[src/rtl/t_ff_pkg.sv]
// Shared types for the T flip-flop bank: operation-select encoding.
package t_ff_pkg;

  typedef enum logic [1:0] {
    MODE_HOLD   = 2'b00,
    MODE_TOGGLE = 2'b01,
    MODE_COUNT  = 2'b10,
    MODE_LOAD   = 2'b11
  } mode_e;

endpackage

[src/rtl/sat_counter.sv]
// Saturating up-counter: one registered increment per inc cycle, sticks at all-ones.
// Latency 1 cycle; no backpressure, clears only on synchronous reset.
module sat_counter #(
  parameter int W = 8
) (
  input  logic         clk,
  input  logic         rst_n,
  input  logic         inc,
  output logic [W-1:0] cnt
);

  logic [W-1:0] cnt_q;
  logic [W-1:0] cnt_d;

  always_comb begin
    cnt_d = cnt_q;
    if (inc && (cnt_q != {W{1'b1}})) begin
      cnt_d = cnt_q + W'(1);
    end
  end

  always_ff @(posedge clk) begin
    if (!rst_n) begin
      cnt_q <= '0;
    end else begin
      cnt_q <= cnt_d;
    end
  end

  assign cnt = cnt_q;

endmodule

[src/rtl/t_ff_bank.sv]
// Multi-mode T flip-flop bank (hold/toggle/count/load) with wrap pulse and change counter.
// All outputs registered, 1-cycle latency; no handshake, en is the only qualifier.
module t_ff_bank
  import t_ff_pkg::*;
#(
  parameter int               WIDTH   = 4,
  parameter logic [WIDTH-1:0] RST_VAL = '0,
  parameter int               CNT_W   = 8
) (
  input  logic             clk,
  input  logic             rst_n,
  input  logic             en,
  input  logic [1:0]       mode,
  input  logic [WIDTH-1:0] t,
  input  logic [WIDTH-1:0] d,
  output logic [WIDTH-1:0] q,
  output logic             wrap,
  output logic             chg,
  output logic [CNT_W-1:0] chg_cnt
);

  mode_e            mode_s;
  logic [WIDTH-1:0] q_q;
  logic [WIDTH-1:0] q_nxt;
  logic             wrap_q;
  logic             wrap_nxt;
  logic             chg_q;
  logic             chg_nxt;

  assign mode_s = mode_e'(mode);

  always_comb begin
    q_nxt    = q_q;
    wrap_nxt = 1'b0;
    if (en) begin
      unique case (mode_s)
        MODE_HOLD:   q_nxt = q_q;
        MODE_TOGGLE: q_nxt = q_q ^ t;
        MODE_COUNT: begin
          // Only t[0] qualifies counting; upper mask bits are don't-care here.
          if (t[0]) begin
            q_nxt    = q_q + WIDTH'(1);
            wrap_nxt = (q_q == {WIDTH{1'b1}});
          end
        end
        MODE_LOAD:   q_nxt = d;
        default:     q_nxt = q_q;
      endcase
    end
  end

  assign chg_nxt = (q_nxt != q_q);

  always_ff @(posedge clk) begin
    if (!rst_n) begin
      q_q    <= RST_VAL;
      wrap_q <= 1'b0;
      chg_q  <= 1'b0;
    end else begin
      q_q    <= q_nxt;
      wrap_q <= wrap_nxt;
      chg_q  <= chg_nxt;
    end
  end

  sat_counter #(
    .W(CNT_W)
  ) u_chg_cnt (
    .clk  (clk),
    .rst_n(rst_n),
    .inc  (chg_nxt),
    .cnt  (chg_cnt)
  );

  assign q    = q_q;
  assign wrap = wrap_q;
  assign chg  = chg_q;

endmodule

[config.mk]
export PLATFORM = sky130hd
export DESIGN_NAME = t_ff_bank
export DESIGN_NICKNAME = d
export VERILOG_FILES = /design/src/rtl/t_ff_pkg.sv /design/src/rtl/sat_counter.sv /design/src/rtl/t_ff_bank.sv
export SDC_FILE = /design/constraint.sdc
export NUM_CORES = 1
export LEC_CHECK = 0
export ABC_AREA = 1
export ABC_CLOCK_PERIOD_IN_PS = 3360
export CAP_MARGIN = 10
export CORE_MARGIN = 5
export CORE_UTILIZATION = 50
export DETAILED_ROUTE_END_ITERATION = 12
export PLACE_DENSITY = 0.83
export SYNTH_ARGS = -nofsm -noshare
export SYNTH_HDL_FRONTEND = slang
export SYNTH_SLANG_ARGS = --single-unit
[constraint.sdc]
create_clock -name clk -period 3.36 [get_ports clk]
set_input_delay 0.336 -clock clk [delete_from_list [all_inputs] [get_ports clk]]
set_output_delay 0.336 -clock clk [all_outputs]
set_load 0.01 [all_outputs]
After elaboration in Yosys (flattened, before gate mapping)
Cells that the tools add are included.
{"block": "totals", "regBits": 14, "latch_bits": 0, "ramBits": 0, "romBits": 0, "in_bits": 13, "out_inout_bits": 14, "word_cells": 19, "mem_count": 0}
{"block": "op_classes", "add_sub_neg": 2, "mul": 0, "n_div": 0, "n_lt_le_gt_ge": 0, "n_eq_ne": 6, "shifts": 0, "n_mux": 3, "bitwise": 1, "n_reduce_logical": 3}
{"op": "4-bit case mux with 4 select lines", "n": 1}
{"op": "8-bit by 1-bit adder with 8-bit output (second input constant)", "n": 1}
{"op": "4-bit two-way mux", "n": 2}
{"op": "8-bit inequality test (second input constant)", "n": 1}
{"op": "4-bit by 1-bit adder with 4-bit output (second input constant)", "n": 1}
{"op": "2-bit equality test (second input constant)", "n": 2}
{"op": "4-bit equality test (second input constant)", "n": 1}
{"op": "4-bit inequality test", "n": 1}
{"op": "4-bit AND reduction", "n": 1}
{"op": "4-bit bitwise XOR", "n": 1}
{"op": "2-bit by 1-bit equality test with 1-bit output (second input constant)", "n": 1}
{"op": "2-bit logical NOT", "n": 1}
{"op": "1-bit logical AND", "n": 1}

Logic depth before layout (Yosys ltp)
Gate-level depths: netlist (run 1).
{"block": "depth", "ltp_word": 6, "mapped_depth": 13, "ltp_nobuf": 13}

Cells and area by module
From an unflattened synthesis (run 1), not the netlist that was laid out.
{"block": "hier_totals", "cells_unflattened": 169, "hier_area_um2": 1017.2}
{"module": "t_ff_bank", "instances": 1, "cells_per_inst": 93, "area_per_inst_um2": 520.5}
{"module": "sat_counter", "instances": 1, "cells_per_inst": 76, "area_per_inst_um2": 496.7}

Least setup slack after synthesis (run 1)
OpenSTA, ideal clock, no wires.
{"block": "synth_path", "path_type": "flip-flop to flip-flop", "from": "reg q_q[1] (netlist: q[1])", "to": "reg u_chg_cnt.cnt_q[4] (netlist: u_chg_cnt.cnt[4])", "setup_ns": 0.066, "arrival_ns": 1.590, "setup_slack_ns": 1.704, "path_stages_with_launch": 13, "n_path_buf": 0, "synth_period_minus_slack_ns": 1.656, "path_cell_list": "dfxtp_1 > ha_1 > inv_1 > nand2_1 > nand3_1 > nand3_1 > nand3_1 > nand2_1 > nor2_2 > nand2_4 > nand2_4 > nand2_1 > a21oi_2"}
{"block": "synth_via", "elab_chain_len": 6, "elab_cells_between_ends": 7}
{"item": "from (decl)", "line_no": "t_ff_bank.sv:23", "rtl": "logic [WIDTH-1:0] q_q;"}
{"item": "from (signal assigned)", "line_no": "t_ff_bank.sv:60", "rtl": "q_q <= q_nxt;"}
{"item": "4-bit by 1-bit adder with 4-bit output", "line_no": "t_ff_bank.sv:42", "rtl": "q_nxt = q_q + WIDTH'(1);"}
{"item": "4-bit two-way mux", "line_no": "t_ff_bank.sv:41", "rtl": "if (t[0]) begin"}
{"item": "4-bit case mux with 4 select lines", "line_no": "t_ff_bank.sv:36", "rtl": "unique case (mode_s)"}
{"item": "4-bit two-way mux", "line_no": "t_ff_bank.sv:35", "rtl": "if (en) begin"}
{"item": "4-bit inequality test (*)", "line_no": "t_ff_bank.sv:52", "rtl": "assign chg_nxt = (q_nxt != q_q);"}
{"item": "1-bit logical AND (*)", "line_no": "sat_counter.sv:17", "rtl": "if (inc && (cnt_q != {W{1'b1}})) begin"}
{"item": "to (signal assigned)", "line_no": "sat_counter.sv:26", "rtl": "cnt_q <= cnt_d;"}
{"item": "to (decl)", "line_no": "sat_counter.sv:12", "rtl": "logic [W-1:0] cnt_q;"}
Mark *: on every way between the ends. The rest lies on a longest branch, timed or not.
A chain may end at the register's enable or synchronous reset.

Final worst setup path (run 1)
{"block": "layout_path", "from": "in mode[1]", "to": "reg u_chg_cnt.cnt_q[2] (netlist: u_chg_cnt.cnt[2])"}
{"block": "layout_via", "elab_chain_len": 5, "elab_cells_between_ends": 8}
{"item": "from (decl)", "line_no": "t_ff_bank.sv:13", "rtl": "input logic [1:0] mode,"}
{"item": "2-bit equality test (tied with other cells)", "line_no": "t_ff_bank.sv:36"}
{"item": "4-bit case mux with 4 select lines (*)", "line_no": "t_ff_bank.sv:36"}
{"item": "4-bit two-way mux (*)", "line_no": "t_ff_bank.sv:35"}
{"item": "4-bit inequality test (*)", "line_no": "t_ff_bank.sv:52"}
{"item": "1-bit logical AND (*)", "line_no": "sat_counter.sv:17"}
Marks and branches as above.

==> results of run 1 <==
==> worst paths after layout <==
check / start / endpoint / slack (ns)
worst min-delay path: u_chg_cnt.cnt[6] / u_chg_cnt.cnt[6] / 0.48
worst min register to register: u_chg_cnt.cnt[6] / u_chg_cnt.cnt[6] / 0.48
worst max register to register: q[1] / u_chg_cnt.cnt[2] / 1.52
worst max-delay path: mode[1] / u_chg_cnt.cnt[2] / 1.44
==> worst max-delay path, delay by kind of cell <==
| kind | cells | cell delay, ns |
|---|---|---|
| AOI/OAI and AO/OA | 1 | 0.13 |
| buffers and inverters | 2 | 0.59 |
| and+or+nand+nor | 11 | 1.08 |
==> sequential cells by signal, summed over array words and instances, names as in the netlist <==
register / cells
chg: 1
q: 4
u_chg_cnt.cnt: 8
wrap: 1
==> cell families after synthesis <==
kind of cell | after synthesis | synth area share [%]
simple gates | 92 | 46.3
buf+inv | 23 | 9.01
compound gates | 14 | 7.85
flops | 14 | 28.8
xor+xnor | 6 | 5.41
fa+ha+maj | 2 | 2.57
==> placed cells by master (no fill, tap or decap) <==
cell type / count
sky130_fd_sc_hd__nand2_1: 34
sky130_fd_sc_hd__clkbuf_4: 3
sky130_fd_sc_hd__o21ai_0: 2
sky130_fd_sc_hd__nor4_1: 1
sky130_fd_sc_hd__xor2_1: 4
sky130_fd_sc_hd__xnor2_1: 2
sky130_fd_sc_hd__clkbuf_8: 1
sky130_fd_sc_hd__nor2_2: 3
sky130_fd_sc_hd__nand2_2: 1
sky130_fd_sc_hd__inv_1: 20
sky130_fd_sc_hd__a21oi_1: 8
sky130_fd_sc_hd__a211oi_1: 1
sky130_fd_sc_hd__clkinv_1: 1
sky130_fd_sc_hd__nor2_4: 1
sky130_fd_sc_hd__nand4_2: 1
sky130_fd_sc_hd__nand2_4: 2
sky130_fd_sc_hd__dfxtp_1: 14
sky130_fd_sc_hd__nand4_1: 4
sky130_fd_sc_hd__nand3_1: 27
sky130_fd_sc_hd__ha_1: 2
sky130_fd_sc_hd__o21ai_1: 2
sky130_fd_sc_hd__nor3_1: 1
sky130_fd_sc_hd__a21oi_2: 1
sky130_fd_sc_hd__nor2_8: 1
sky130_fd_sc_hd__nor2_1: 16
sky130_fd_sc_hd__clkdlybuf4s50_1: 26
==> report_power, final <==
part	switching, mW	leakage, nW	internal [mW]
logic	0.0704	0.419	0.0609
clock network	0.0514	0.0210	0.0659
registers	0.0179	0.115	0.177
==> through the flow <==
step	hold WS [ns]	cell area, um^2	util (%)	cells	power (mW)
CTS	0.486	1290	68.0	206	0.446
global placement	0.469	1260	66.1	202	0.327
global route	0.534	1290	68.0	206	0.475
finish	0.485	1290	68.0	206	0.444
floorplan	0.457	972	-	151	0.274
detailed placement	0.472	1260	66.1	202	0.329
==> final cells by class <==
cell class,count,share of cell area [%]
flip-flops and latches,14,21.7
well taps,27,2.61
inverters,21,6.09
clock buffers,4,2.80
repair buffers,26,20.1
multi-input cells,114,46.7
==> layer usage <==
layer	global-route usage (%)	vias up
met2	28.2	53
met4	5.39	0
met1	24.5	488
met5	0	-
met3	4.99	0
li1	-	548
==> flow_summary.yaml, run 1 <==
run_status:
  run_status: "finished clean"
critical_path:
  cp_max_fo: 10
  critical_path.endpoint_type: "flip-flop"
  critical_path.max_stage_delay_ns: 0.48
  path_cells: "clkdlybuf4s50_1 -> nand2_1 -> clkinv_1 -> nand2_1 -> nand2_1 -> nor2_1 -> nand2_1 -> nand2_2 -> nor2_2 -> nor2_4 -> nand2_4 -> nand2_4 -> nand2_1 -> a21oi_1"
  worst_path_most_repeated_cell: "sky130_fd_sc_hd__nand2_1"
  start_kind: "input port"
  timing.critical_path.slowest_stage_cell: "sky130_fd_sc_hd__clkdlybuf4s50_1"
  critical_path_required_ns: 3.57
  arrival_ns: 2.13
  setup.worst_path.class: "in2reg"
  ff2ff_path_depth: 12
drt:
  wl_met1_mm: 1.05
  highest_layer: "met3"
  drt_pass_1_iters: 4
  routed_wirelength_mm: 2.32
  dr_total_vias: 1089
  route.detailed.wl_per_inst_um: 11.3
  drtIter0Drc: 27
  avgViaCountPerCell: 5.29
  remaining_drc_errors: 0
  routed-wl-met3_um: 204
  detail-route-antenna-nets: 0
  met2RoutedLength_mm: 1.07
synthesis:
  largest_area_contributor_in_the_netlist: "sky130_fd_sc_hd__dfxtp_1"
  synth_commonest_cells: "sky130_fd_sc_hd__nand2_1, sky130_fd_sc_hd__nand3_1, sky130_fd_sc_hd__inv_1, sky130_fd_sc_hd__nor2_1, sky130_fd_sc_hd__dfxtp_1"
  synth_cells: 151
  syn_nets: 166
  synth_warnings: 0
  yosys.cell_types.count: 25
  seq_area_frac_synth_pct: 28.8
  synth-main-ff-cell: "sky130_fd_sc_hd__dfxtp_1"
  syn_avg_cell_area_um2: 6.44
  synth.most_common_cell: "sky130_fd_sc_hd__nand2_1"
  post_synth_edffs: 0
  synth.top_cell.area_share_pct: 28.8
  synthesis.area_um2: 972
  flip_flop_and_latch_count_after_synthesis: 14
  synth_async_sr_flop_share_pct: 0
  synth.top_cells.by_area: "sky130_fd_sc_hd__dfxtp_1, sky130_fd_sc_hd__nand3_1, sky130_fd_sc_hd__nand2_1"
clock_tree:
  clk-insertion-delay-late_ns: 0.28
  tritoncts.num_buffers: 3
  h-tree-depth: 1
  ctsResizeCount: 0
  post-cts-setup-buffer-count: 0
  cell_at_the_root_of_the_clock_tree: "sky130_fd_sc_hd__clkbuf_4"
  clk_pin_slew_worst_paths_ns: 0.08
  clock_path_buffers: 2
  cts.sink_count: 14
  cts_tree: "built"
  cts-hold-fix-buffers: 0
finish:
  layout.nets: 195
  syn_to_final_growth_pct: 33.1
  multi_input_area_um2: 604
  final_layout_size_suffix_gt1_share_pct: 7.82
  seq_area_um2: 280
  n_antenna_cell: 0
  nFillCells: 166
min_path:
  holdPathStages: 2
  hp-class: "reg2reg"
sta:
  finalCriticalPeriod_ns: 1.92
  timing.clock.skew_ns: 0.00222
  drv_slew: 0
  total_neg_setup_slack_ns: 0
  max_freq_mhz: 520
  rsz0062_at_grt: "no"
  timing_worst_slew_pin_value_ns: 0.390
  finalHoldViolCount: 0
  worst_slack_ns: 1.44
  period_share_pct: 57.2
  setup_viol: 0
  worst_slew_margin_rel_pct: 74.0
floorplanning:
  die_height_um: 54.1
  die_w_um: 54.1
  placementRows: 16
  core-area_um2: 1900
  die-area_um2: 2930
  floorplan.io_pins: 27
  initial_utilization_pct: 51.1
grt:
  global_route.overflow_total: 0
  groute.usage.overall_pct: 18.2
  grt_pass1_vias: 930
  grt_first_pass_wirelength_mm: 4.04
  grt_max_degree: 13
  grt_antenna_before_repair: 0
power_and_ir_drop:
  power.ir.vdd_worst_mv: 0.261
  power-per-cell-area_nw_per_um2: 343
  static-leakage-power_nw: 0.555
place:
  hpwlAfterDp_mm: 1.83
  port_buf_inserts: 26
  gpl.final_weighted_congestion: 0.905
  detailedPlace.worstSlack_ns: 1.16
run:
  max-cap-violations: 0
Power figures use the tool's default switching activity.
==> run 2, diff against run 1 <==
Settings changed: ABC_CLOCK_PERIOD_IN_PS 3360 to 1960, CORE_UTILIZATION 50 to 47, PLACE_DENSITY 0.83 to 0.79.
Clock period 3.36 ns to 1.96 ns, I/O delays scaled along.
==> flow_summary.yaml, run 2 (synthesized netlist as in run 1, its figures left out) <==
clock_tree:
  tritoncts.num_buffers: 3
  cell_at_the_root_of_the_clock_tree: "sky130_fd_sc_hd__clkbuf_4"
  clock_path_buffers: 2
  h-tree-depth: 1
  ctsResizeCount: 0
  clk_pin_slew_worst_paths_ns: 0.08
  cts-hold-fix-buffers: 0
  cts.sink_count: 14
  clk-insertion-delay-late_ns: 0.28
  cts_tree: "built"
  post-cts-setup-buffer-count: 0
run:
  max-cap-violations: 0
floorplanning:
  die_w_um: 55.5
  placementRows: 16
  initial_utilization_pct: 49.6
  die-area_um2: 3080
  floorplan.io_pins: 27
  core-area_um2: 1960
  die_height_um: 55.5
power_and_ir_drop:
  power.ir.vdd_worst_mv: 0.369
  clk_network_pwr_share_pct: 21.4
  totalPowerFinal_uw: 725
  power_report.internal_total_uw: 489
  netSwitchingFraction_pct: 32.5
  net-switching-power_uw: 236
  power_frac_seq_pct: 45.2
  p_comb_share_pct: 33.3
  power-per-cell-area_nw_per_um2: 547
  static-leakage-power_nw: 0.582
grt:
  grt_antenna_before_repair: 0
  grt_pass1_vias: 951
  groute.usage.overall_pct: 15.8
  grt_first_pass_wirelength_mm: 3.95
  grt_max_degree: 13
  global_route.overflow_total: 0
finish:
  layout.nets: 200
  nFillCells: 183
  final_layout_size_suffix_gt1_share_pct: 10.9
  n_antenna_cell: 0
  layout.cells.most_common_list: "sky130_fd_sc_hd__nand2_1, sky130_fd_sc_hd__nand3_1, sky130_fd_sc_hd__clkdlybuf4s50_1"
  mostFrequentLayoutCell: "sky130_fd_sc_hd__nand2_1"
  syn_to_final_growth_pct: 36.3
  largest_register_ff_count: 8
sta:
  finalHoldViolCount: 0
  worst_slew_margin_rel_pct: 73.2
  rsz0062_at_grt: "no"
  drv_slew: 0
  finalCriticalPeriod_ns: 1.74
  timing_worst_slew_pin_value_ns: 0.402
  hold_slack_final_ns: 0.373
  timing.clock.skew_ns: 0.00746
  setup_viol: 0
  period_share_pct: 88.8
  max_freq_mhz: 575
run_status:
  run_status: "finished clean"
critical_path:
  start_kind: "input port"
  arrival_ns: 1.95
  cp_max_fo: 10
  critical_path.endpoint_type: "flip-flop"
  reg2reg_slack_ns: 0.25
  setup.worst_path.class: "in2reg"
  critical_path_required_ns: 2.18
drt:
  route.detailed.wl_per_inst_um: 11.1
  drtIter0Drc: 24
  avgViaCountPerCell: 5.03
  drt_pass_1_iters: 4
  detail-route-antenna-nets: 0
  dr_total_vias: 1057
  remaining_drc_errors: 0
  routed_wirelength_mm: 2.34
place:
  port_buf_inserts: 26
  gpl.final_weighted_congestion: 0.867
  hpwlAfterDp_mm: 1.91
min_path:
  hp-class: "in2reg"
run 2: cell count changes in the layout (fill, tap and decap cells not counted):
cell,delta
sky130_fd_sc_hd__nor2_1,-1
sky130_fd_sc_hd__clkdlybuf4s50_1,-1
sky130_fd_sc_hd__nor2_2,+1
sky130_fd_sc_hd__clkbuf_8,-1
sky130_fd_sc_hd__buf_4,+5
sky130_fd_sc_hd__nand2_2,+1
sky130_fd_sc_hd__dlymetal6s2s_1,+1
sky130_fd_sc_hd__nand2_1,-1
run 2: cell type report:
cell class / instances / area, um^2 / area share (%)
Inverter: 21 / 78.8 / 5.95
Timing Repair Buffer: 31 / 300 / 22.7
Multi-Input combinational cell: 114 / 609 / 46.0
Sequential cell: 14 / 280 / 21.2
Tap cell: 27 / 33.8 / 2.55
Clock buffer: 3 / 22.5 / 1.70
run 2: routing by layer:
layer  routed length, um  vias to the layer above  GRT usage, %
met4                  29                        0          4.17
met1                1060                      472          19.3
met3                 120                        4          5.83
met5                   0                        -             0
li1                    -                      558             -
met2                1130                       23          25.8
run 2: path summary, 6_finish.rpt:
path | to | depth (start not counted) | from
min reg2reg | u_chg_cnt.cnt[5] | 2 | u_chg_cnt.cnt[5]
min | wrap | 4 | mode[0]
max | u_chg_cnt.cnt[2] | 13 | mode[1]
max reg2reg | u_chg_cnt.cnt[2] | 12 | q[0]
run 2: metrics by stage:
step / area, um^2 / worst slack [ns] / utilization [%] / std cells / setup TNS (ns)
after floorplan: 972 / 0.304 / - / 151 / 0
after global placement: 1290 / -0.0737 / 66.0 / 207 / -0.523
after detailed placement: 1290 / -0.104 / 66.0 / 207 / -0.684
after CTS: 1320 / 0.191 / 67.2 / 210 / 0
after global routing: 1330 / 0.0364 / 67.5 / 210 / 0
final: 1330 / 0.220 / 67.5 / 210 / 0
run 2: power groups by stage:
stage	registers (mW)	clock network, mW	logic [mW]
2_1_floorplan	0.340	0	0.130
3_3_place_gp	0.334	0	0.237
3_5_place_dp	0.334	0	0.241
4_1_cts	0.328	0.164	0.242
5_1_grt	0.333	0.178	0.267
6_report	0.328	0.156	0.242
run 2: worst max-delay path: stages:
cell and delay, ns:
sky130_fd_sc_hd__clkdlybuf4s50_1 0.56, sky130_fd_sc_hd__nor2_2 0.10, sky130_fd_sc_hd__nor2_8 0.14, sky130_fd_sc_hd__nand2_1 0.08
sky130_fd_sc_hd__nor2_1 0.13, sky130_fd_sc_hd__nand2_1 0.08, sky130_fd_sc_hd__nand2_2 0.07, sky130_fd_sc_hd__nor2_2 0.05
sky130_fd_sc_hd__nor2_4 0.14, sky130_fd_sc_hd__nand2_4 0.11, sky130_fd_sc_hd__nand2_4 0.11, sky130_fd_sc_hd__nand2_1 0.07
sky130_fd_sc_hd__a21oi_1 0.13
==> run 3, diff against run 2 <==
Settings changed: SLEW_MARGIN set to 20.
==> results of run 3 <==
The final DEF is identical to that of run 2; final timing and power are the same.
